<file path="src/rtl/pipelined_adder_tree.sv">
// pipelined_adder_tree
//
// Reduces DIM lanes of WIDTH bits through a registered binary adder tree, then
// accumulates successive tree results into groups framed by in_last. Lanes are
// registered at the input (extended to RES_WIDTH), then pass through L = clog2(DIM)
// registered adder levels and one accumulator register. A non-power-of-two DIM is
// padded with zero lanes. A pending result that is not accepted stalls the pipeline.
//
// Ports:
//   Clock      in   single clock, rising edge
//   Reset      in   synchronous, active-high
//   vector     in   DIM*WIDTH, lane i at [i*WIDTH +: WIDTH]
//   in_valid   in   vector/in_last valid
//   in_last    in   final beat of an accumulation group
//   in_ready   out  beat accepted this cycle when in_valid is also high
//   sum        out  RES_WIDTH group total (wraps modulo 2^RES_WIDTH)
//   overflow   out  group total wrapped at least once
//   finished   out  sum/overflow valid
//   out_ready  in   downstream accepts result
module pipelined_adder_tree #(
  parameter int unsigned DIM      = 2,
  parameter int unsigned WIDTH    = 16,
  parameter bit          SIGNED   = 1'b0,
  parameter int unsigned ACC_BITS = 4,
  localparam int unsigned L         = (DIM > 1) ? $clog2(DIM) : 0,
  localparam int unsigned RES_WIDTH = WIDTH + L + ACC_BITS
) (
  input  logic                   Clock,
  input  logic                   Reset,
  input  logic [DIM*WIDTH-1:0]   vector,
  input  logic                   in_valid,
  input  logic                   in_last,
  output logic                   in_ready,
  output logic [RES_WIDTH-1:0]   sum,
  output logic                   overflow,
  output logic                   finished,
  input  logic                   out_ready
);

  localparam int unsigned P = 1 << L;  // lane count padded to a power of two

  logic stall;
  logic finished_q, finished_d;

  // A result held for the downstream freezes every stage, including the input.
  assign stall    = finished_q && !out_ready;
  assign in_ready = !stall;

  // Lane extension and zero padding.
  logic [RES_WIDTH-1:0] lane_ext [P];

  for (genvar i = 0; i < P; i++) begin : g_lane
    if (i < DIM) begin : g_real
      logic [WIDTH-1:0] lane;
      assign lane = vector[i*WIDTH +: WIDTH];
      if (SIGNED) begin : g_sext
        assign lane_ext[i] = RES_WIDTH'($signed(lane));
      end else begin : g_zext
        assign lane_ext[i] = RES_WIDTH'(lane);
      end
    end else begin : g_pad
      assign lane_ext[i] = '0;
    end
  end

  // Level 0 is the registered input; level k (k >= 1) holds P >> k pair sums.
  logic [RES_WIDTH-1:0] lvl_data [L+1][P];
  logic [L:0]           lvl_valid;
  logic [L:0]           lvl_last;

  for (genvar k = 0; k <= L; k++) begin : g_lvl
    localparam int unsigned N = P >> k;

    logic [RES_WIDTH-1:0] data_d [N];
    logic [RES_WIDTH-1:0] data_q [N];
    logic                 valid_d, valid_q;
    logic                 last_d, last_q;

    if (k == 0) begin : g_in
      assign valid_d = in_valid;
      assign last_d  = in_last;
      for (genvar j = 0; j < N; j++) begin : g_node
        assign data_d[j] = lane_ext[j];
      end
    end else begin : g_add
      assign valid_d = lvl_valid[k-1];
      assign last_d  = lvl_last[k-1];
      for (genvar j = 0; j < N; j++) begin : g_node
        assign data_d[j] = lvl_data[k-1][2*j] + lvl_data[k-1][2*j+1];
      end
    end

    always_ff @(posedge Clock) begin
      if (Reset) begin
        valid_q <= 1'b0;
        last_q  <= 1'b0;
      end else if (!stall) begin
        valid_q <= valid_d;
        last_q  <= last_d;
      end
    end

    // Data needs no reset: it is only ever consumed under its valid flag.
    always_ff @(posedge Clock) begin
      if (!stall && valid_d) begin
        data_q <= data_d;
      end
    end

    assign lvl_valid[k] = valid_q;
    assign lvl_last[k]  = last_q;
    for (genvar j = 0; j < P; j++) begin : g_out
      if (j < N) begin : g_used
        assign lvl_data[k][j] = data_q[j];
      end else begin : g_unused
        assign lvl_data[k][j] = '0;
      end
    end
  end

  logic                 t_valid;
  logic                 t_last;
  logic [RES_WIDTH-1:0] t_sum;

  assign t_valid = lvl_valid[L];
  assign t_last  = lvl_last[L];
  assign t_sum   = lvl_data[L][0];

  // Accumulator stage.
  logic [RES_WIDTH-1:0] acc_q, acc_d;
  logic                 ovf_acc_q, ovf_acc_d;  // sticky wrap within the open group
  logic [RES_WIDTH-1:0] sum_q, sum_d;
  logic                 overflow_q, overflow_d;
  logic [RES_WIDTH:0]   add_full;
  logic [RES_WIDTH-1:0] add_res;
  logic                 add_ovf;

  always_comb begin
    add_full = {1'b0, acc_q} + {1'b0, t_sum};
    add_res  = add_full[RES_WIDTH-1:0];
    if (SIGNED) begin
      add_ovf = (acc_q[RES_WIDTH-1] == t_sum[RES_WIDTH-1]) &&
                (add_res[RES_WIDTH-1] != acc_q[RES_WIDTH-1]);
    end else begin
      add_ovf = add_full[RES_WIDTH];
    end
  end

  always_comb begin
    acc_d      = acc_q;
    ovf_acc_d  = ovf_acc_q;
    sum_d      = sum_q;
    overflow_d = overflow_q;
    finished_d = finished_q;
    if (!stall) begin
      // Not stalled means any held result is being consumed this cycle.
      finished_d = 1'b0;
      if (t_valid) begin
        if (t_last) begin
          sum_d      = add_res;
          overflow_d = ovf_acc_q | add_ovf;
          finished_d = 1'b1;
          acc_d      = '0;
          ovf_acc_d  = 1'b0;
        end else begin
          acc_d      = add_res;
          ovf_acc_d  = ovf_acc_q | add_ovf;
        end
      end
    end
  end

  always_ff @(posedge Clock) begin
    if (Reset) begin
      acc_q      <= '0;
      ovf_acc_q  <= 1'b0;
      sum_q      <= '0;
      overflow_q <= 1'b0;
      finished_q <= 1'b0;
    end else begin
      acc_q      <= acc_d;
      ovf_acc_q  <= ovf_acc_d;
      sum_q      <= sum_d;
      overflow_q <= overflow_d;
      finished_q <= finished_d;
    end
  end

  assign sum      = sum_q;
  assign overflow = overflow_q;
  assign finished = finished_q;

endmodule

</file>
<file path="config.mk">
export PLATFORM = sky130hd
export DESIGN_NAME = pipelined_adder_tree
export DESIGN_NICKNAME = d
export VERILOG_FILES = /design/src/rtl/pipelined_adder_tree.sv
export SDC_FILE = /design/constraint.sdc
export NUM_CORES = 1
export LEC_CHECK = 0
export BUFFER_PORTS_ARGS = -buffer_cell sky130_fd_sc_hd__buf_4
export CAP_MARGIN = 10
export CELL_PAD_IN_SITES_DETAIL_PLACEMENT = 0
export CELL_PAD_IN_SITES_GLOBAL_PLACEMENT = 2
export CORE_MARGIN = 2
export CORE_UTILIZATION = 41
export DETAILED_ROUTE_END_ITERATION = 10
export GPL_TIMING_DRIVEN = 1
export PLACE_DENSITY = 0.83
export SLEW_MARGIN = 40
export SYNTH_ARGS = -nofsm -noshare
export SYNTH_HDL_FRONTEND = slang
export SYNTH_SLANG_ARGS = --single-unit
export TNS_END_PERCENT = 5
</file>
<file path="constraint.sdc">
create_clock -name Clock -period 7.1 [get_ports Clock]
set_clock_uncertainty 0.15 [all_clocks]
set_input_delay 0.355 -clock Clock [delete_from_list [all_inputs] [get_ports Clock]]
set_output_delay 0.355 -clock Clock [all_outputs]
set_load 0.1 [all_outputs]
</file>
-- Word-level counts from Yosys, hierarchy flattened
Index checks and enable logic that the tools add are counted.
W data, S select, Z words.
- register bits: 102
- input bits: 37
- output and inout bits: 24
- logic and storage cells: 27
- $add $sub $neg: 2
- mux-type cells: 4
- bitwise gates (word level): 2
- reductions and logical operators: 7
- operators by type and width (kind ; number):
    $add A21 B21 Y22 ; 1
    $mux W21 ; 1
    $add A16 B16 Y17 ; 1
    $logic_and A1 B1 Y1 ; 3
    $mux W1 ; 3
    $reduce_and A3 Y1 ; 1
    $logic_not A1 Y1 ; 2
    $reduce_and A2 Y1 ; 1
    $not A1 Y1 ; 1
    $or A1 B1 Y1 ; 1

-- Depth between registers and ports, before layout
Gate-level depths: netlist of the first run.
- word-level depth: 4
- gate-level depth with buffers: 9
- mapped depth without buffers: 9

-- Least setup slack after synthesis of the first run
OpenSTA, ideal clock, no wires.
- path type: register to register
- from: register finished_q, in the netlist finished
- to: register g_lvl[0].data_q[0] (netlist bit), enable pin
- data arrival time: 2.242 ns
- required time: 6.558 ns
- setup slack: 4.316 ns
- stages on the path, launching flop included: 4
- period minus slack after synthesis: 2.784 ns
- cell sequence: dfxtp_1 nand2b_1 buf_2 and2_1
- word-level cells in the longest chain between the ends: 3
- ends and longest elaborated chain (what ; RTL line ; RTL):
    start, declared ; 43 ; logic finished_q, finished_d;
    start signal, assigned ; 185 ; finished_q <= finished_d;
    $logic_and A1 B1 Y1 ; 46 ; assign stall = finished_q && !out_ready;
    $logic_not A1 Y1 ; - ;
    net in_ready ; 33 ; output logic in_ready,
    $logic_and A1 B1 Y1 ; 105 ; if (!stall && valid_d) begin
    end signal, assigned ; 106 ; data_q <= data_d;
    end, declared ; 75 ; logic [RES_WIDTH-1:0] data_q [N];
The timed path passes the listed nets, and every way through them passes these cells.
A chain may end at the register's enable or synchronous reset.

-- Worst setup path in the final report of the first run
- from: register g_lvl[1].data_q[14] (netlist bit)
- to: register sum_q[17], in the netlist sum[17]
- word-level cells in the longest chain between the ends: 1
- ends and longest elaborated chain (what ; RTL line ; RTL):
    start, declared ; 75 ;
    start signal, assigned ; 106 ;
    $add A21 B21 Y22 ; 139 ; add_full = {1'b0, acc_q} + {1'b0, t_sum};
    end signal, assigned ; 183 ; sum_q <= sum_d;
    end, declared ; 132 ; logic [RES_WIDTH-1:0] sum_q, sum_d;
No other way between the ends.

==> results.py, run 1 <==
metrics = {
    "synthesis": {
        "synth.area.top_cells": "edfxtp_1 (29%), dfxtp_1 (20%), ha_1 (8.3%)",
        "synthCells": 473,
        "yosysWarnings": 0,
        "ys_ff_latch": 98,
        "synth_edf_count": 49,
        "synth_top_area_share_pct": 29.4,
        "async_flop_share_pct": 0,
        "synth-main-ff-cell": "edfxtp_1",
        "yosysTopAreaCell": "edfxtp_1",
        "synth_nets": 545,
        "synthDistinctLibCells": 67,
        "syn_area_um2": 5000,
        "synth.avg_cell_area_um2": 10.6,
        "yosysSeqAreaShare_pct": 49.0,
    },
    "sta": {
        "timing.fmax_mhz": 366,
        "worst_pin_slew_ns": 0.757,
        "slew_headroom_pct": 49.5,
        "holdWs_ns": 0.0269,
        "slew_violations": 0,
        "rsz0062_at_grt": "no",
        "fin_tns_setup_ns": 0,
        "finalHoldViolCount": 0,
        "setup_viol": 0,
        "min_period_ns": 2.73,
        "finalCritPeriodShare_pct": 38.5,
    },
    "min_path": {
        "min_path_type": "in2reg",
    },
    "power": {
        "cellLeakagePower_nw": 2.33,
        "ir_worst_vdd_mv": 0.137,
        "power_density_nw_per_um2": 222,
    },
    "critical_path": {
        "critPathCaptureType": "register",
        "critical_path_arrival_ns": 2.83,
        "cp-start-kind": "register",
        "required_ns": 7.20,
        "critPathMaxFanout": 8,
        "setup.worst_path.class": "reg2reg",
    },
    "clocking": {
        "cts_sinks": 98,
        "clock_latency_ns": 0.35,
        "cts_tree": "built",
        "cts_root_buf": "clkbuf_16",
        "cts_resized": 0,
        "post_cts_buffers": 0,
        "clockBufferDepth": 2,
        "hold_buffers": 0,
        "cts_buffers": 9,
        "clkTransAtPathRegs_ns": 0.07,
        "htree_levels": 3,
    },
    "placed_design": {
        "io_buffers": 60,
        "dp.cells": 664,
        "dp_hpwl_um": 7610,
        "place.gp.congestion": 0.806,
    },
    "route": {
        "wl_per_cell_um": 15.6,
        "wirelength_um": 10600,
        "via_per_inst": 5.45,
        "drtAntennaViolNets": 0,
        "drt_first_pass_iters": 4,
        "drcViolationCount": 0,
        "num_vias": 3709,
        "drtIter0Drc": 241,
    },
    "global_route": {
        "grt_pass1_vias": 3630,
        "grt_pass1_wl_um": 17600,
        "grt_max_degree": 47,
        "grt_overflow": 0,
        "antenna_found_initial": 0,
        "track_usage_pct": 17.2,
    },
    "die": {
        "fp.coreArea_um2": 12000,
        "die_x_um": 114,
        "start_util_pct": 41.8,
        "rows": 40,
        "die_h_um": 114,
        "dieArea_um2": 13100,
        "io_pins": 61,
    },
    "final_layout": {
        "fin_cells": 680,
        "layout_commonest_cell": "buf_4",
        "layout_common_cells": "buf_4 (64), edfxtp_1 (49), dfxtp_1 (48)",
        "drive_gt1_share_pct": 17.1,
        "nets": 600,
        "n_antenna_cell": 0,
        "syn_to_final_growth_pct": 17.5,
    },
    "outcome": {
        "status": "finished, final reports clean",
    },
    "flow_run": {
        "cap_violations": 0,
    },
}
==> critical path, stage by stage, from the launching register on <==
cell      delay (ns)
edfxtp_1        0.38
ha_1            0.43
nand2_2         0.14
nor2_1          0.05
a211oi_1        0.57
o21ai_0         0.30
or3_1           0.36
a32o_1          0.24
==> metrics by stage <==
| stage | utilization (%) | total power [mW] | setup slack (ns) | cell area, µm² |
|---|---|---|---|---|
| floorplan | - | 0.782 | 4.32 | 5000 |
| global route | 49.1 | 1.37 | 4.19 | 5870 |
| detailed placement | 46.7 | 0.837 | 4.40 | 5590 |
| global placement | 46.7 | 0.836 | 4.51 | 5590 |
| CTS | 49.1 | 1.32 | 4.39 | 5870 |
| finish | 49.1 | 1.30 | 4.37 | 5870 |
==> kinds of logic (layout without fill, tap and decap cells) <==
family	Yosys count	after routing	share of synthesized area (%)
fa+ha+maj	35	35	9.06
simple gates	139	139	14.6
flops	98	98	49.0
mux	5	5	1.00
xor+xnor	24	24	4.20
compound gates	145	145	20.0
buf+inv	27	87	2.10
==> path summary, 6_finish.rpt <==
check	end	startpoint	cells past startpoint	slack, ns
setup / recovery	sum[17]$_SDFFE_PP0P_	g_lvl[1].data_q[14]$_DFFE_PP_	7	4.37
hold / removal	g_lvl[0].data_q[25]$_DFFE_PP_	vector[4]	1	0.03
setup reg to reg	sum[17]$_SDFFE_PP0P_	g_lvl[1].data_q[14]$_DFFE_PP_	7	4.37
hold reg to reg	sum[12]$_SDFFE_PP0P_	sum[12]$_SDFFE_PP0P_	2	0.31
==> Yosys cell counts, drive strengths merged (6+ instances only) <==
library cell / count
nand3: 10
o21a: 7
a22o: 6
xor2: 11
nand2b: 6
nor2: 27
a22oi: 7
inv: 7
nand3b: 10
a21oi: 34
edfxtp: 49
ha: 33
nor3: 9
o211ai: 10
xnor2: 13
nand2: 38
dfxtp: 49
clkbuf: 16
o21ai: 33
and2: 6
a21o: 13
==> power breakdown <==
| group | total [mW] | internal (mW) | switching, mW |
|---|---|---|---|
| logic | 0.187 | 0.0769 | 0.110 |
| registers | 0.638 | 0.626 | 0.0120 |
| clock network | 0.477 | 0.272 | 0.205 |
| total | 1.30 | 0.974 | 0.327 |
==> layout make-up <==
cell class	count	area (µm²)
flip-flops and latches	98	2450
fillers	1103	6090
clock inverters	5	55.1
repair buffers	64	480
clock buffers	11	233
well taps	147	184
multi-input cells	348	2440
inverters	7	26.3
==> registers in the layout, summed over array words and instances (netlist names) <==
name	cells
acc_q	21
finished	1
g_lvl.data_q	49
g_lvl.last_q	2
g_lvl.valid_q	2
overflow	1
ovf_acc_q	1
sum	21
==> metal layers <==
layer  global-route usage [%]  share of wire, %  vias to the layer above
met5                        0                 0                        -
met4                     7.80               2.0                        0
met3                     3.02               3.0                       13
met2                     27.1                45                       70
met1                     23.3                50                     1719
li1                         -                 -                     1907
Note: power is estimated with default switching activity, not from simulation.
==> run 2: changes to the inputs <==
Settings changed: CORE_UTILIZATION 41 to 34, PLACE_DENSITY 0.83 to 0.74.
Clock period 7.1 ns to 2.3 ns, I/O delays scaled along.
==> run 2 against run 1 <==
  * Register-to-register slack got worse by 4.5 ns
  * Critical path type unchanged
  * Hold slack improved by 0.029 ns
  * Critical endpoint unchanged
  * First-iteration DRC count fell by 41%
  * Final area rose by 20%
  * The run now ends with setup timing left
  * Global-route usage fell by 1.1 points
  * Final cell count rose by 20%
  * Non-clock buffer count rose by 102
==> results.py, run 2 (synthesized netlist as in run 1, its figures left out) <==
metrics = {
    "flow_run": {
        "cap_violations": 0,
    },
    "final_layout": {
        "layout_commonest_cell": "buf_4",
        "fin_cells": 819,
        "syn_to_final_growth_pct": 40.8,
        "drive_gt1_share_pct": 31.8,
        "num-fill-cells": 1337,
        "final_util_pct": 48.8,
        "n_antenna_cell": 0,
        "nets": 702,
        "largest-register": "g_lvl.data_q",
        "largest_reg_flops": 49,
        "layout_common_cells": "buf_4 (130), edfxtp_1 (49), dfxtp_1 (47)",
    },
    "route": {
        "via_per_inst": 5.07,
        "num_vias": 4152,
        "drtAntennaViolNets": 0,
        "drtIter0Drc": 141,
        "wl_per_cell_um": 15.1,
        "wirelength_um": 12400,
        "drcViolationCount": 0,
        "drt_first_pass_iters": 6,
    },
    "die": {
        "rows": 44,
        "die_h_um": 125,
        "fp.coreArea_um2": 14400,
        "start_util_pct": 34.7,
        "dieArea_um2": 15700,
        "die_x_um": 125,
        "io_pins": 61,
    },
    "global_route": {
        "antenna_found_initial": 0,
        "grt_max_degree": 47,
        "track_usage_pct": 16.1,
        "grt_overflow": 0,
        "grt_pass1_wl_um": 20400,
        "grt_pass1_vias": 4153,
    },
    "clocking": {
        "cts_root_buf": "clkbuf_16",
        "cts_tree": "built",
        "post_cts_buffers": 0,
        "cts_sinks": 98,
        "htree_levels": 3,
        "cts_buffers": 9,
        "clockBufferDepth": 2,
        "clkTransAtPathRegs_ns": 0.08,
        "clock_latency_ns": 0.35,
    },
    "power": {
        "ir_worst_vdd_mv": 0.387,
        "cellLeakagePower_nw": 2.85,
        "design_power_total_mw": 4.37,
        "power_density_nw_per_um2": 621,
    },
    "placed_design": {
        "io_buffers": 60,
        "dp.cells": 769,
        "dp_hpwl_um": 8850,
        "place.gp.congestion": 0.892,
        "place_ws_ns": -0.249,
    },
    "critical_path": {
        "critPathMaxFanout": 2,
        "required_ns": 2.40,
        "critPathCaptureType": "register",
        "reg2reg_depth": 7,
        "setup.worst_path.class": "reg2reg",
        "critical_path_arrival_ns": 2.52,
        "cp-start-kind": "register",
    },
    "sta": {
        "timing.fmax_mhz": 413,
        "finalHoldViolCount": 0,
        "slew_headroom_pct": 57.0,
        "setup_slack_ns": -0.122,
        "worst_pin_slew_ns": 0.643,
        "finalCritPeriodShare_pct": 105,
        "setup_viol": 7,
        "rsz0062_at_grt": "yes",
        "slew_violations": 0,
        "min_period_ns": 2.42,
    },
    "outcome": {
        "violations": "setup timing",
        "status": "finished, violations left",
    },
    "min_path": {
        "min_path_type": "in2reg",
        "hold_depth": 2,
    },
}
run 2: cell types whose count changed in the layout (fill, tap and decap cells not counted), sizes merged:
cell         delta
buf            +68
dlygate4sd3    +34
clkinv          -2
inv             +2
clkbuf          -1
clkinvlp        +1
run 2: layer usage:
layer	part of all wire (%)	wire length, µm	vias up	track usage, %
li1	-	-	2111	-
met1	48	5970	1935	21.4
met2	47	5810	94	26.8
met3	3.8	466	12	2.65
met4	1.3	162	0	5.42
met5	0	0	-	0
run 2: area by class of cell:
type	count	area (µm²)	area share, %
Inverter	7	26.3	0.373
Timing Repair Buffer	166	1340	19.0
Clock inverter	6	72.6	1.03
Sequential cell	98	2450	34.9
Multi-Input combinational cell	348	2680	38.0
Clock buffer	10	239	3.39
Tap cell	184	230	3.27
run 2: path summary, 6_finish.rpt:
check / endpoint / slack, ns / start
setup / recovery: sum[17]$_SDFFE_PP0P_ / -0.12 / g_lvl[1].data_q[4]$_DFFE_PP_
hold / removal: g_lvl[0].last_q$_SDFFE_PP0N_ / 0.06 / Reset
setup reg to reg: sum[17]$_SDFFE_PP0P_ / -0.12 / g_lvl[1].data_q[4]$_DFFE_PP_
hold reg to reg: sum[2]$_SDFFE_PP0P_ / 0.31 / sum[2]$_SDFFE_PP0P_
run 2: report_power, final:
part	internal, mW	switching, mW
Clock	0.885	0.701
Combinational	0.401	0.411
Sequential	1.93	0.0405
Total	3.22	1.15
run 2: worst max-delay path: stages, from the launching register on:
cell	delay, ns
edfxtp_1	0.42
ha_4	0.24
and2_4	0.17
a221oi_4	0.28
a21oi_2	0.12
o311a_1	0.38
or3_1	0.31
a32o_1	0.26
run 2: repair_timing:
| action | 4_1_cts | 5_1_grt |
|---|---|---|
| gates resized for setup | 25 | 23 |
| hold buffers | 34 | 0 |
| pin swaps | 18 | 9 |
| hold endpoints to repair | 34 | 0 |
| setup endpoints to repair | 30 | 37 |
run 2: per-stage QoR:
step           hold WS (ns)  setup TNS, ns  instance area, µm²
4_1_cts              0.0408         -0.411                6920
2_1_floorplan        0.0639         -0.529                5000
5_1_grt              0.0685          -2.73                7040
3_5_place_dp          0.144          -3.51                6150
3_3_place_gp          0.144          -2.91                6150
6_report             0.0564         -0.303                7040
==> run 3: changes to the inputs <==
Settings changed: PLACE_DENSITY 0.74 to not set, PLACE_DENSITY_LB_ADDON set to 0.1.
==> run 3 against run 2 <==
  * The run still ends with setup timing left
  * Sequential power barely moved
  * Clock power fell by 3%
  * Hold slack got worse by 0.012 ns
  * Final cell count rose by 0.24%
  * Utilization fell by 0.11 points
  * Register-to-register slack improved by 0.02 ns
  * Critical endpoint unchanged
  * Largest power group unchanged
==> results.py, run 3 (synthesized netlist as in run 1, its figures left out) <==
metrics = {
    "outcome": {
        "status": "finished, violations left",
        "violations": "setup timing",
    },
    "global_route": {
        "antenna_found_initial": 0,
        "grt_overflow": 0,
        "track_usage_pct": 16.0,
        "grt_pass1_vias": 4096,
        "grt_max_degree": 47,
        "grt_pass1_wl_um": 20000,
    },
    "sta": {
        "worst_pin_slew_ns": 0.651,
        "setup_viol": 4,
        "timing.fmax_mhz": 416,
        "slew_headroom_pct": 56.5,
        "fin_tns_setup_ns": -0.205,
        "finalCritPeriodShare_pct": 105,
        "rsz0062_at_grt": "yes",
        "slew_violations": 0,
        "setup_slack_ns": -0.105,
        "holdWs_ns": 0.0446,
        "finalHoldViolCount": 0,
        "min_period_ns": 2.40,
    },
    "route": {
        "num_vias": 4121,
        "drcViolationCount": 0,
        "wirelength_um": 12100,
        "drtAntennaViolNets": 0,
        "drt_first_pass_iters": 4,
        "via_per_inst": 5.02,
        "wl_per_cell_um": 14.8,
        "drtIter0Drc": 114,
    },
    "final_layout": {
        "num-fill-cells": 1340,
        "syn_to_final_growth_pct": 40.5,
        "layout_commonest_cell": "buf_4",
        "n_antenna_cell": 0,
        "fin_cells": 821,
        "drive_gt1_share_pct": 30.6,
        "largest_reg_flops": 49,
        "design_area_um2": 7020,
        "largest-register": "g_lvl.data_q",
        "layout_common_cells": "buf_4 (131), edfxtp_1 (49), dfxtp_1 (47)",
        "nets": 704,
        "final_util_pct": 48.7,
    },
    "critical_path": {
        "critical_path_arrival_ns": 2.51,
        "worst_path_max_delay_cell": "edfxtp_1",
        "timing.critical_path.max_delay_family": "compound AO/OA/AOI/OAI gates",
        "cp_num_buf_inv": 0,
        "critPathMaxFanout": 4,
        "setup.worst_path.class": "reg2reg",
        "critPathCaptureType": "register",
        "crit_chain": "ha_4 -> and2_4 -> a221oi_4 -> a21oi_2 -> o311a_1 -> or3_1 -> a32o_1",
        "r2r_end": "sum[17]$_SDFFE_PP0P_",
        "worst_path_largest_cell_delay_ns": 0.42,
        "reg2reg_depth": 7,
        "cp-start-kind": "register",
        "r2r_slack_ns": -0.10,
        "rr_startpoint": "g_lvl[1].data_q[4]$_DFFE_PP_",
        "required_ns": 2.40,
    },
    "flow_run": {
        "cap_violations": 0,
    },
    "clocking": {
        "htree_levels": 3,
        "clockBufferDepth": 2,
        "cts_sinks": 98,
        "clock_latency_ns": 0.36,
        "cts_tree": "built",
        "cts_root_buf": "clkbuf_16",
        "clkTransAtPathRegs_ns": 0.07,
        "cts_buffers": 9,
    },
    "die": {
        "start_util_pct": 34.7,
        "io_pins": 61,
        "rows": 44,
        "dieArea_um2": 15700,
        "die_x_um": 125,
        "die_h_um": 125,
        "fp.coreArea_um2": 14400,
    },
    "placed_design": {
        "place_ws_ns": -0.273,
        "dp.cells": 769,
        "place.gp.congestion": 0.906,
        "place_area_um2": 6160,
        "dp_hpwl_um": 8850,
        "io_buffers": 60,
    },
    "min_path": {
        "min_path_type": "in2reg",
        "hold_start": "Reset",
        "hold-path-endpoint": "acc_q[6]$_SDFFE_PP0P_",
        "hold_depth": 2,
    },
    "power": {
        "power_density_nw_per_um2": 617,
        "pwr-share-comb_pct": 18.6,
        "pwr-share-seq_pct": 45.6,
        "ir_worst_vdd_mv": 0.368,
        "design_power_total_mw": 4.33,
        "cellLeakagePower_nw": 2.83,
        "power.switching_mw": 1.12,
        "switching_share_pct": 25.8,
        "clkPwrFrac_pct": 35.8,
        "p_int_mw": 3.21,
    },
}
[run 3: changes by cell type in the layout (fill, tap and decap cells not counted), moves of 2 or more]
cell and delta:
o21ai_1 +3, ha_1 -2, ha_4 +3, clkinv_4 -2
clkbuf_1 +2, o21ai_2 -2
[run 3: cell type report]
class / count / area (µm²) / area share, %
clock inverters: 4 / 50.0 / 0.713
clock buffers: 12 / 246 / 3.51
inverters: 7 / 26.3 / 0.374
repair buffers: 168 / 1370 / 19.4
well taps: 184 / 230 / 3.28
flip-flops and latches: 98 / 2450 / 35.0
multi-input cells: 348 / 2650 / 37.7
[run 3: power by group through the flow]
stage,logic [mW],registers (mW),clock network (mW)
2_1_floorplan,0.403,2.01,0
3_3_place_gp,0.712,2.00,0
3_5_place_dp,0.716,2.00,0
4_1_cts,0.801,1.97,1.60
5_1_grt,0.889,1.98,1.67
6_report,0.806,1.97,1.55
[run 3: worst max-delay path by stage]
stage | start | end | slack (ns) | cells after the start
2_1_floorplan | g_lvl[1].data_q[4]$_DFFE_PP_ | sum[17]$_SDFFE_PP0P_ | -0.20 | 7
3_3_place_gp | g_lvl[0].data_q[0]$_DFFE_PP_ | g_lvl[1].data_q[16]$_DFFE_PP_ | -0.23 | 7
3_5_place_dp | g_lvl[0].data_q[0]$_DFFE_PP_ | g_lvl[1].data_q[16]$_DFFE_PP_ | -0.27 | 7
4_1_cts | g_lvl[1].data_q[4]$_DFFE_PP_ | acc_q[19]$_SDFFE_PP0P_ | -0.11 | 8
5_1_grt | g_lvl[1].data_q[4]$_DFFE_PP_ | sum[17]$_SDFFE_PP0P_ | -0.18 | 7
6_report | g_lvl[1].data_q[4]$_DFFE_PP_ | sum[17]$_SDFFE_PP0P_ | -0.10 | 7
[run 3: what timing repair did]
action	in CTS	in global routing
buffers inserted	1	0
pin swaps	18	7
endpoints found under the hold margin	35	0
gates resized for setup	31	9
hold buffers	35	0
setup endpoints to repair	33	32
[run 3: per-layer routing]
layer / wire length [µm] / share of wire [%] / GRT usage, %
met4: 228 / 1.9 / 6.67
met5: 0 / 0 / 0
met1: 5990 / 49 / 21.2
met3: 332 / 2.7 / 2.44
met2: 5570 / 46 / 26.0
